==> config.mk <==
export PLATFORM = sky130hd
export DESIGN_NAME = line_sequencer
export DESIGN_NICKNAME = d
export VERILOG_FILES = /design/src/rtl/line_seq_pkg.sv /design/src/rtl/line_sequencer.sv
export SDC_FILE = /design/constraint.sdc
export NUM_CORES = 1
export LEC_CHECK = 0
export BUFFER_PORTS_ARGS = -buffer_cell sky130_fd_sc_hd__buf_2
export CAP_MARGIN = 30
export CORE_ASPECT_RATIO = 1.2
export CORE_MARGIN = 2
export CORE_UTILIZATION = 49
export CTS_CLUSTER_SIZE = 25
export DETAILED_ROUTE_END_ITERATION = 8
export PLACE_DENSITY = 0.86
export SETUP_SLACK_MARGIN = 0.1
export SLEW_MARGIN = 20
export SYNTH_ARGS = -nofsm -noshare
export SYNTH_HDL_FRONTEND = slang
export SYNTH_SLANG_ARGS = --single-unit
==> constraint.sdc <==
create_clock -name clk -period 2.58 [get_ports clk]
set_input_delay 0.258 -clock clk [delete_from_list [all_inputs] [get_ports clk]]
set_output_delay 0.258 -clock clk [all_outputs]
set_load 0.1 [all_outputs]
==> src/rtl/line_seq_pkg.sv <==
// Shared definitions for the line sequencer: FSM state encoding, the ASCII
// bytes it emits on its own, and the parked memory address used while idle.
// Optional build macro LINE_SEQ_TERM_EN adds the CR/LF terminator states.
package line_seq_pkg;

    typedef enum logic [3:0] {
        ST_IDLE,
        ST_PTR_RD,
        ST_PTR_LD,
        ST_LHS_RD,
        ST_LHS_TX,
        ST_SEP_TX,
        ST_RHS_RD,
        ST_RHS_TX,
`ifdef LINE_SEQ_TERM_EN
        ST_TERM_CR,
        ST_TERM_LF,
`endif
        ST_FIN
    } seq_state_t;

    localparam logic [7:0] ASCII_EQ      = 8'h3D;
    localparam logic [7:0] ASCII_CR      = 8'h0D;
    localparam logic [7:0] ASCII_LF      = 8'h0A;
    localparam logic [7:0] IDLE_MEM_ADDR = 8'hFF;

endpackage

==> src/rtl/line_sequencer.sv <==
// Line sequencer: looks up a line in the pointer table, then streams
// "lhs chars" '=' "rhs chars" from the character-pair memory over a
// valid/ready byte interface.
// Build option LINE_SEQ_TERM_EN: append CR LF after the right-hand pass.
module line_sequencer
    import line_seq_pkg::*;
(
    input  logic        clk,
    input  logic        rst,
    input  logic        start,
    input  logic [7:0]  line,
    output logic [7:0]  ptr_addr,
    input  logic [15:0] ptr_dout,
    output logic [7:0]  mem_addr,
    input  logic [15:0] mem_dout,
    output logic [7:0]  tx_data,
    output logic        tx_valid,
    input  logic        tx_ready,
    output logic        busy,
    output logic        done
);

    seq_state_t r_state;
    logic [7:0] r_base;
    logic [7:0] r_len;
    logic [7:0] r_idx;
    logic [7:0] r_ptr_addr;
    logic [7:0] r_mem_addr;
    logic [7:0] r_tx_data;
    logic       r_tx_valid;
    logic       r_busy;
    logic       r_done;

    logic       w_last;
    logic [7:0] w_next_addr;
    logic [7:0] w_tx_data;

    // The current entry is the last of its pass; the address adder wraps mod 256.
    assign w_last      = (r_idx == (r_len - 8'd1));
    assign w_next_addr = r_base + r_idx + 8'd1;

    // Character bytes come straight from the memory, whose address is held for
    // the whole TX state, so the byte stays stable while the sink stalls.
    always_comb begin
        w_tx_data = r_tx_data;
        if (r_state == ST_LHS_TX) begin
            w_tx_data = mem_dout[15:8];
        end else if (r_state == ST_RHS_TX) begin
            w_tx_data = mem_dout[7:0];
        end
    end

    // Sequencer FSM: pointer lookup, two character passes, separator and optional terminator.
    always_ff @(posedge clk or posedge rst) begin
        if (rst) begin
            r_state    <= ST_IDLE;
            r_base     <= 8'h00;
            r_len      <= 8'h00;
            r_idx      <= 8'h00;
            r_ptr_addr <= 8'h00;
            r_mem_addr <= IDLE_MEM_ADDR;
            r_tx_data  <= 8'h00;
            r_tx_valid <= 1'b0;
            r_busy     <= 1'b0;
            r_done     <= 1'b0;
        end else begin
            case (r_state)
                ST_IDLE: begin
                    if (start) begin
                        r_ptr_addr <= line;
                        r_busy     <= 1'b1;
                        r_state    <= ST_PTR_RD;
                    end
                end
                ST_PTR_RD: begin
                    r_state <= ST_PTR_LD;
                end
                ST_PTR_LD: begin
                    r_base     <= ptr_dout[7:0];
                    r_len      <= ptr_dout[15:8];
                    r_idx      <= 8'h00;
                    r_ptr_addr <= 8'h00;
                    if (ptr_dout[15:8] == 8'h00) begin
                        r_tx_data  <= ASCII_EQ;
                        r_tx_valid <= 1'b1;
                        r_state    <= ST_SEP_TX;
                    end else begin
                        r_mem_addr <= ptr_dout[7:0];
                        r_state    <= ST_LHS_RD;
                    end
                end
                ST_LHS_RD: begin
                    r_tx_valid <= 1'b1;
                    r_state    <= ST_LHS_TX;
                end
                ST_LHS_TX: begin
                    if (tx_ready) begin
                        if (w_last) begin
                            r_idx     <= 8'h00;
                            r_tx_data <= ASCII_EQ;
                            r_state   <= ST_SEP_TX;
                        end else begin
                            r_idx      <= r_idx + 8'd1;
                            r_mem_addr <= w_next_addr;
                            r_tx_valid <= 1'b0;
                            r_state    <= ST_LHS_RD;
                        end
                    end
                end
                ST_SEP_TX: begin
                    if (tx_ready) begin
                        if (r_len == 8'h00) begin
`ifdef LINE_SEQ_TERM_EN
                            r_tx_data <= ASCII_CR;
                            r_state   <= ST_TERM_CR;
`else
                            r_tx_data  <= 8'h00;
                            r_tx_valid <= 1'b0;
                            r_mem_addr <= IDLE_MEM_ADDR;
                            r_done     <= 1'b1;
                            r_state    <= ST_FIN;
`endif
                        end else begin
                            r_mem_addr <= r_base;
                            r_tx_valid <= 1'b0;
                            r_state    <= ST_RHS_RD;
                        end
                    end
                end
                ST_RHS_RD: begin
                    r_tx_valid <= 1'b1;
                    r_state    <= ST_RHS_TX;
                end
                ST_RHS_TX: begin
                    if (tx_ready) begin
                        if (w_last) begin
                            r_idx <= 8'h00;
`ifdef LINE_SEQ_TERM_EN
                            r_tx_data <= ASCII_CR;
                            r_state   <= ST_TERM_CR;
`else
                            r_tx_data  <= 8'h00;
                            r_tx_valid <= 1'b0;
                            r_mem_addr <= IDLE_MEM_ADDR;
                            r_done     <= 1'b1;
                            r_state    <= ST_FIN;
`endif
                        end else begin
                            r_idx      <= r_idx + 8'd1;
                            r_mem_addr <= w_next_addr;
                            r_tx_valid <= 1'b0;
                            r_state    <= ST_RHS_RD;
                        end
                    end
                end
`ifdef LINE_SEQ_TERM_EN
                ST_TERM_CR: begin
                    if (tx_ready) begin
                        r_tx_data <= ASCII_LF;
                        r_state   <= ST_TERM_LF;
                    end
                end
                ST_TERM_LF: begin
                    if (tx_ready) begin
                        r_tx_data  <= 8'h00;
                        r_tx_valid <= 1'b0;
                        r_mem_addr <= IDLE_MEM_ADDR;
                        r_done     <= 1'b1;
                        r_state    <= ST_FIN;
                    end
                end
`endif
                ST_FIN: begin
                    r_done  <= 1'b0;
                    r_busy  <= 1'b0;
                    r_state <= ST_IDLE;
                end
                default: begin
                    r_tx_valid <= 1'b0;
                    r_done     <= 1'b0;
                    r_busy     <= 1'b0;
                    r_mem_addr <= IDLE_MEM_ADDR;
                    r_ptr_addr <= 8'h00;
                    r_state    <= ST_IDLE;
                end
            endcase
        end
    end

    assign ptr_addr = r_ptr_addr;
    assign mem_addr = r_mem_addr;
    assign tx_data  = w_tx_data;
    assign tx_valid = r_tx_valid;
    assign busy     = r_busy;
    assign done     = r_done;

endmodule
==> results_tabular.tex, run 1 <==
\begin{tabular}{lr}
\hline
Metric & Value \\
\hline
\multicolumn{2}{l}{\textbf{Place}} \\
Global placer's final weighted congestion & 0.896 \\
HPWL after detailed placement & between 5000 and 6000 µm \\
Number of placed instances, taps included & 481 \\
Number of I/O port buffers & 70 \\
\multicolumn{2}{l}{\textbf{Clocking}} \\
Clock root buffer & sky130\_fd\_sc\_hd\_\_clkbuf\_8 \\
Bufs on Longest Clock Path & 2 \\
Number of buffers added by the clock tree synthesis step & 5 \\
Level count of the clock H-tree & 2 \\
Sink count of the clock tree & 48 \\
CTS tree & built \\
Worst skew pair latency & 310 ps \\
Clock slew at reported path FFs & approximately 100 ps \\
\multicolumn{2}{l}{\textbf{STA}} \\
Top achievable clock speed & 397 MHz \\
Least-Margin Pin Slew & 815 ps \\
Setup repair after global routing missed its margin & yes \\
Final setup violation count & 0 \\
Worst slew margin relative to its limit & 45.3\% \\
Final hold violation count & 0 \\
Final Max Slew Viols & 0 \\
Post-route fraction of the period consumed by the critical path & 97.6\% \\
Min Tclk post-route & around 2500 ps \\
Clock tree skew after final layout & 11.3 ps \\
\multicolumn{2}{l}{\textbf{Synth}} \\
Synth warn & 0 \\
Share of synthesized flip-flops with an asynchronous set or reset & 100\% \\
Prevailing post-synth register cell & sky130\_fd\_sc\_hd\_\_dfrtp\_1 \\
Sequential-to-total area share from yosys stat & between 40\% and 50\% \\
Gate Count Post-Synth & between 300 and 400 \\
Synthesized net count & 385 \\
Avg Inst Size Synth & 9.10 µm² \\
Distinct cells, synth & 54 \\
Netlist area before placement & 3000 µm² \\
Number of enable flip-flop cells after synthesis & 0 \\
Seq cells post-synth & 48 \\
\multicolumn{2}{l}{\textbf{Global routing}} \\
First-pass GRT wire length & between 10,000 and 15,000 µm \\
Antenna violations before repair & 0 \\
GRT Residual Overflow & 0 \\
Total routing resource utilization after global routing & 23.9\% \\
Vias in the first global route & 2,729 \\
Largest net degree at the start of global routing & 28 \\
\multicolumn{2}{l}{\textbf{Drt}} \\
Vias after detailed routing & about 2,900 \\
Number of antenna-violating nets in the routed design & 0 \\
Number of optimization iterations in the first detailed-route pass & 4 \\
Iteration-0 DRC count of the detailed router & between 200 and 250 \\
Number of remaining DRC errors & 0 \\
Vias per cell & 5.80 \\
Wire per inst & about 16 µm \\
Final routed wirelength across all metal layers & 8040 µm \\
\multicolumn{2}{l}{\textbf{Critical path}} \\
Category of the worst setup path launch point & flip-flop \\
Required arrival time at the worst endpoint & $\sim$2800 ps \\
Worst-case register-to-register setup slack & 60 ps \\
Reg-to-reg startpoint & r\_len[0]\$\_DFFE\_PP0P\_ \\
Terminus of the critical flop-to-flop path & r\_tx\_data[4]\$\_DFFE\_PP0P\_ \\
Critical Path Start & r\_len[0]\$\_DFFE\_PP0P\_ \\
Crit. End Element & flip-flop \\
Critical path arrival & 2710 ps \\
Classification of the worst setup path & flip-flop to flip-flop \\
Critical Path Fanout Max & 5 \\
Cells on worst reg2reg path & 6 \\
\multicolumn{2}{l}{\textbf{Layout}} \\
Fraction of final layout cells with drive strength greater than 1 & 36.4\% \\
Seq. cell area & 1210 µm² \\
Area growth, synth to finish & 31.0\% \\
Total number of nets in the final design & 466 \\
Highest-count cells in the layout ignoring fill and taps & sky130\_fd\_sc\_hd\_\_buf\_2 (63), sky130\_fd\_sc\_hd\_\_nand2\_1 (38), sky130\_fd\_sc\_hd\_\_dfrtp\_1 (38), sky130\_fd\_sc\_hd\_\_a21oi\_1 (26), sky130\_fd\_sc\_hd\_\_o21ai\_0 (25) \\
Final Instance Count excl. Fillers & 494 \\
Combined area of the multi-input logic cells & 1830 µm² \\
Number of fillers in the final layout & 475 \\
Antenna cells & 0 \\
Commonest non-fill, non-tap cell in the layout & sky130\_fd\_sc\_hd\_\_buf\_2 \\
\multicolumn{2}{l}{\textbf{Hold path}} \\
Worst hold path cell count & 3 \\
Path category of the worst min-delay check & primary input to flip-flop \\
Hold EP & r\_base[1]\$\_DFFE\_PP0P\_ \\
Hold\_sp & ptr\_dout[1] \\
\multicolumn{2}{l}{\textbf{Run}} \\
Max Cap Violations & 0 \\
\multicolumn{2}{l}{\textbf{Die}} \\
Area inside the core boundary & 5970 µm² \\
Vert. Die Dim & 89.8 µm \\
X dimension of the die & 75.5 µm \\
\# IOs & 71 \\
Initial cell density of the core & between 50 and 60\% \\
Number of placement rows & 31 \\
Area of the die & 6780 µm² \\
\multicolumn{2}{l}{\textbf{Run status}} \\
Outcome & completed \\
\hline
\end{tabular}
final cells by class:
cell class                 instances  area share, %
multi-input combinational        253           46.5
sequential                        48           30.8
inverter                          12           1.14
tap                               82           2.61
clock buffer                       5           1.75
clock inverter                     3          0.604
timing repair buffer              91           16.6
sequential cells by signal, summed over array words and instances (netlist names):
| signal | flops |
|---|---|
| busy | 1 |
| done | 1 |
| mem_addr | 8 |
| ptr_addr | 8 |
| r_base | 8 |
| r_idx | 8 |
| r_len | 8 |
| r_state | 4 |
| r_tx_data | 1 |
| tx_valid | 1 |
cells by family (layout without fill, tap and decap cells):
| group | count (synthesis) | after routing | share of synthesized area (%) |
|---|---|---|---|
| AO/OA/AOI/OAI | 110 | 110 | 23.4 |
| AND/OR/NAND/NOR | 103 | 103 | 18.2 |
| flip-flops | 48 | 48 | 40.3 |
| buffers and inverters | 29 | 111 | 3.62 |
| XOR/XNOR | 16 | 16 | 4.66 |
| multiplexers | 13 | 13 | 4.87 |
| adder cells (fa/ha/maj) | 11 | 11 | 4.83 |
synth_stat cells, drive strengths merged (2+ instances only):
master / count / area share, %
dfrtp: 40 / 33
nand2: 39 / 4.9
a21oi: 32 / 5.3
o21ai: 31 / 5.2
clkbuf: 16 / 2.0
xnor2: 14 / 4.1
mux2: 13 / 4.9
inv: 12 / 1.5
a31oi: 11 / 2.3
nand3: 11 / 2.2
nor2: 11 / 1.4
ha: 10 / 4.2
dfstp: 8 / 7.0
a22o: 5 / 1.5
nor4: 5 / 1.0
o21a: 5 / 1.2
nand2b: 4 / 0.83
nand4: 4 / 0.83
nor2b: 4 / 0.83
or3: 4 / 1.0
and2: 3 / 0.62
nor3: 3 / 0.50
nor3b: 3 / 0.75
nor4b: 3 / 0.87
o22ai: 3 / 0.62
a211oi: 2 / 0.50
a21boi: 2 / 0.50
a21o: 2 / 0.50
a222oi: 2 / 0.67
and3: 2 / 0.42
o211ai: 2 / 0.50
o21bai: 2 / 0.50
o31ai: 2 / 0.50
o32ai: 2 / 0.58
or4: 2 / 0.62
xor2: 2 / 0.58
through the flow:
stage | instance area (µm²) | worst slack, ps | hold slack, ps | TNS (ps) | utilization (%)
after floorplan | 3070 | 123 | 375 | 0 | -
after global placement | 3700 | 87.8 | 459 | 0 | 61.9
after detailed placement | 3720 | 2.15 | 308 | 0 | 62.3
after CTS | 3850 | 100 | 169 | 0 | 64.5
after global routing | 3940 | -44.1 | 169 | -86.2 | 65.9
final | 3940 | 62.1 | 170 | 0 | 65.9
critical path: stages (launching register included):
cell and delay, ps:
sky130_fd_sc_hd__dfrtp_1 390, sky130_fd_sc_hd__or3_4 410, sky130_fd_sc_hd__or4_4 500, sky130_fd_sc_hd__a2111oi_4 410, sky130_fd_sc_hd__nand3_4 170, sky130_fd_sc_hd__a21oi_2 210
sky130_fd_sc_hd__mux2_4 320
per-layer routing:
layer	vias to the layer above	share of wire, %	GRT usage, %
met5	-	0	0
met4	0	1.7	8.04
met3	12	4.6	3.92
met2	87	54	40.4
met1	1392	39	30.1
li1	1376	-	-
timing repair:
item	CTS	global route
hold buffers	1	0
hold endpoints to repair	18	0
endpoints found under the setup margin	10	25
gates cloned	0	1
gates resized for setup	3	17
pin swaps	2	6
setup buffers	2	1
worst max path at each step:
stage / cells after the start / to / slack, ps
2_1_floorplan: 6 / r_tx_data[4]$_DFFE_PP0P_ / 120
3_3_place_gp: 6 / r_tx_data[4]$_DFFE_PP0P_ / 90
3_5_place_dp: 6 / r_tx_data[4]$_DFFE_PP0P_ / 2
4_1_cts: 6 / r_tx_data[4]$_DFFE_PP0P_ / 100
5_1_grt: 7 / mem_addr[6]$_DFFE_PP1P_ / -40
6_report: 6 / r_tx_data[4]$_DFFE_PP0P_ / 60
Power of run 1 is not shown: default switching activity piles up to over one toggle a cycle in this logic, so the estimate is an artifact.
==> run 2, diff against run 1 <==
CORE_MARGIN = default   (was 2)
CORE_UTILIZATION = 45   (was 49)
PLACE_DENSITY = 0.8   (was 0.86)
==> run 2 against run 1 <==
Routed wire length down 4.3%; die area increased by 3.4%; via count fell by 0.94%; highest routed layer unchanged.
==> results_tabular.tex, run 2 (same netlist as run 1, synthesis figures left out) <==
\begin{tabular}{lr}
\hline
Metric & Value \\
\hline
\multicolumn{2}{l}{\textbf{Die}} \\
X dimension of the die & 76.6 µm (+1.5\%) \\
Vert. Die Dim & 91.5 µm (+1.9\%) \\
Area of the die & 7010 µm² (+3.4\%) \\
Area inside the core boundary & 6450 µm² (+7.9\%) \\
Number of placement rows & 32 (+3.2\%) \\
Initial cell density of the core & 46.6\% (-3.7 points) \\
\# IOs & 71 (unchanged) \\
\multicolumn{2}{l}{\textbf{STA}} \\
Final Max Slew Viols & 0 (unchanged) \\
Min Tclk post-route & 2420 ps (-93.0 ps) \\
Final setup violation count & 0 (unchanged) \\
Post-route fraction of the period consumed by the critical path & 94.0\% (-3.6 points) \\
Setup TNS & 0 ps (unchanged) \\
Post-layout worst setup margin & 155 ps (+93.0 ps) \\
Setup repair after global routing missed its margin & yes \\
Worst slew margin relative to its limit & 44.7\% (-0.65 points) \\
Least-Margin Pin Slew & 825 ps (+9.67 ps) \\
Final hold violation count & 0 (unchanged) \\
Top achievable clock speed & 412 MHz (+3.8\%) \\
Clock tree skew after final layout & 10.1 ps (-1.17 ps) \\
\multicolumn{2}{l}{\textbf{Place}} \\
Global placer's final weighted congestion & 0.907 (+1.2\%) \\
Placement Setup Slack & -3.15 ps (-5.30 ps) \\
Number of I/O port buffers & 70 (unchanged) \\
HPWL after detailed placement & 5780 µm (-2.5\%) \\
Placed instance area & 3710 µm² (-0.10\%) \\
Number of placed instances, taps included & 482 (+0.21\%) \\
\multicolumn{2}{l}{\textbf{Drt}} \\
Final routed wirelength across all metal layers & 7690 µm (-4.3\%) \\
Number of remaining DRC errors & 0 (unchanged) \\
Top layer used by detailed routing & met4 \\
Number of antenna-violating nets in the routed design & 0 (unchanged) \\
Sum of met3 wire segment lengths after detailed routing & 327 µm (-11\%) \\
Met1 wire length & 3170 µm (+0.19\%) \\
Wire per inst & 15.6 µm (-4.0\%) \\
Number of optimization iterations in the first detailed-route pass & 5 (+1) \\
Iteration-0 DRC count of the detailed router & 242 (+17\%) \\
Vias per cell & 5.77 (-0.54\%) \\
Detailed route wirelength on metal2 & 4080 µm (-6.8\%) \\
Vias after detailed routing & 2,840 (-0.94\%) \\
\multicolumn{2}{l}{\textbf{Layout}} \\
Fraction of final layout cells with drive strength greater than 1 & 34.4\% (-2.0 points) \\
Final Instance Count excl. Fillers & 492 (-0.40\%) \\
Highest-count cells in the layout ignoring fill and taps & sky130\_fd\_sc\_hd\_\_buf\_2 (62), sky130\_fd\_sc\_hd\_\_nand2\_1 (39), sky130\_fd\_sc\_hd\_\_dfrtp\_1 (37), sky130\_fd\_sc\_hd\_\_a21oi\_1 (31), sky130\_fd\_sc\_hd\_\_o21ai\_0 (25) \\
Antenna cells & 0 (unchanged) \\
Final instance area & 3870 µm² (-1.6\%) \\
Area growth, synth to finish & 28.9\% \\
Commonest non-fill, non-tap cell in the layout & sky130\_fd\_sc\_hd\_\_buf\_2 \\
Number of fillers in the final layout & 548 (+15\%) \\
Total number of nets in the final design & 461 (-1.1\%) \\
\multicolumn{2}{l}{\textbf{Global routing}} \\
Total routing resource utilization after global routing & 23.1\% (-0.79 points) \\
GRT Residual Overflow & 0 (unchanged) \\
First-pass GRT wire length & 13,000 µm (+0.75\%) \\
Antenna violations before repair & 0 (unchanged) \\
Largest net degree at the start of global routing & 30 (+7.1\%) \\
Vias in the first global route & 2,771 (+1.5\%) \\
\multicolumn{2}{l}{\textbf{Critical path}} \\
Classification of the worst setup path & flip-flop to flip-flop \\
Critical path's slowest cell & sky130\_fd\_sc\_hd\_\_or4\_4 \\
Critical path arrival & 2630 ps (-80 ps) \\
Reg-to-reg startpoint & r\_len[1]\$\_DFFE\_PP0P\_ \\
Worst-case register-to-register setup slack & 160 ps (+90 ps) \\
Required arrival time at the worst endpoint & 2780 ps (about the same) \\
Critical-path cell list & or3\_4 -> or4\_4 -> a2111oi\_4 -> nand3\_4 -> a21oi\_2 -> mux2\_2 \\
Critical Path Fanout Max & 6 (+1) \\
Number of buffers and inverters on the critical path & 0 (unchanged) \\
Crit. End Element & flip-flop \\
Dominant delay contributor by cell family on the critical path & simple AND/OR/NAND/NOR gates \\
Cells on worst reg2reg path & 6 (unchanged) \\
Category of the worst setup path launch point & flip-flop \\
Terminus of the critical flop-to-flop path & r\_tx\_data[4]\$\_DFFE\_PP0P\_ \\
Biggest cell delay along the critical path & 440 ps (-60 ps) \\
\multicolumn{2}{l}{\textbf{Clocking}} \\
CTS tree & built \\
Number of buffers added by the clock tree synthesis step & 5 (unchanged) \\
Hold buffer count at cts & 0 (-1) \\
Bufs on Longest Clock Path & 2 (unchanged) \\
Clock root buffer & sky130\_fd\_sc\_hd\_\_clkbuf\_8 \\
Level count of the clock H-tree & 2 (unchanged) \\
Sink count of the clock tree & 48 (unchanged) \\
Worst skew pair latency & 310 ps (about the same) \\
Clock slew at reported path FFs & 100 ps (about the same) \\
\multicolumn{2}{l}{\textbf{Run}} \\
Max Cap Violations & 0 (unchanged) \\
\multicolumn{2}{l}{\textbf{Run status}} \\
Outcome & completed \\
\multicolumn{2}{l}{\textbf{Hold path}} \\
Path category of the worst min-delay check & primary input to async pin \\
\hline
\end{tabular}
==> run 2: changes by cell type in the layout (fill, tap and decap cells not counted), moves of 2 or more <==
cell                      before  now
sky130_fd_sc_hd__a21oi_2       5    1
sky130_fd_sc_hd__a21oi_1      26   31
sky130_fd_sc_hd__a31oi_2       3    1
sky130_fd_sc_hd__buf_6         3    1
sky130_fd_sc_hd__a31oi_1       7   10
==> run 2: repair_timing <==
item | 4_1_cts | 5_1_grt
endpoints found under the hold margin | 0 | 0
setup endpoints to repair | 14 | 24
pin swaps | 5 | 5
gates resized for setup | 4 | 6
buffers inserted | 2 | 0
==> run 2: area by class of cell <==
type / instances / area [µm²] / area share [%]
clock inverters: 3 / 42.5 / 1.10
clock buffers: 5 / 68.8 / 1.78
inverters: 12 / 45.0 / 1.16
flip-flops and latches: 48 / 1210 / 31.4
well taps: 85 / 106 / 2.75
multi-input cells: 253 / 1780 / 46.0
repair buffers: 86 / 614 / 15.9
==> run 2: worst max-delay path by stage <==
stage | start | end | depth (start not counted)
global route | r_len[0]$_DFFE_PP0P_ | mem_addr[2]$_DFFE_PP1P_ | 9
CTS | r_state[0]$_DFFE_PP0P_ | tx_data[2] | 6
finish | r_len[1]$_DFFE_PP0P_ | r_tx_data[4]$_DFFE_PP0P_ | 6
detailed placement | r_len[0]$_DFFE_PP0P_ | r_tx_data[4]$_DFFE_PP0P_ | 6
floorplan | r_len[0]$_DFFE_PP0P_ | r_tx_data[4]$_DFFE_PP0P_ | 6
global placement | r_len[0]$_DFFE_PP0P_ | r_tx_data[4]$_DFFE_PP0P_ | 6
==> run 2: metrics by stage <==
| stage | utilization [%] | hold slack, ps |
|---|---|---|
| 3_5_place_dp | 57.6 | 386 |
| 6_report | 60.1 | 32.1 |
| 5_1_grt | 60.1 | 82.0 |
| 3_3_place_gp | 57.2 | 458 |
| 2_1_floorplan | - | 375 |
| 4_1_cts | 59.8 | 53.7 |
==> run 2: per-layer routing <==
layer  GRT usage (%)  vias up
met3            4.12       12
li1                -     1365
met5               0        -
met4            8.65        0
met2            40.2       95
met1            28.3     1368
Power of run 2 is left out for the same reason.
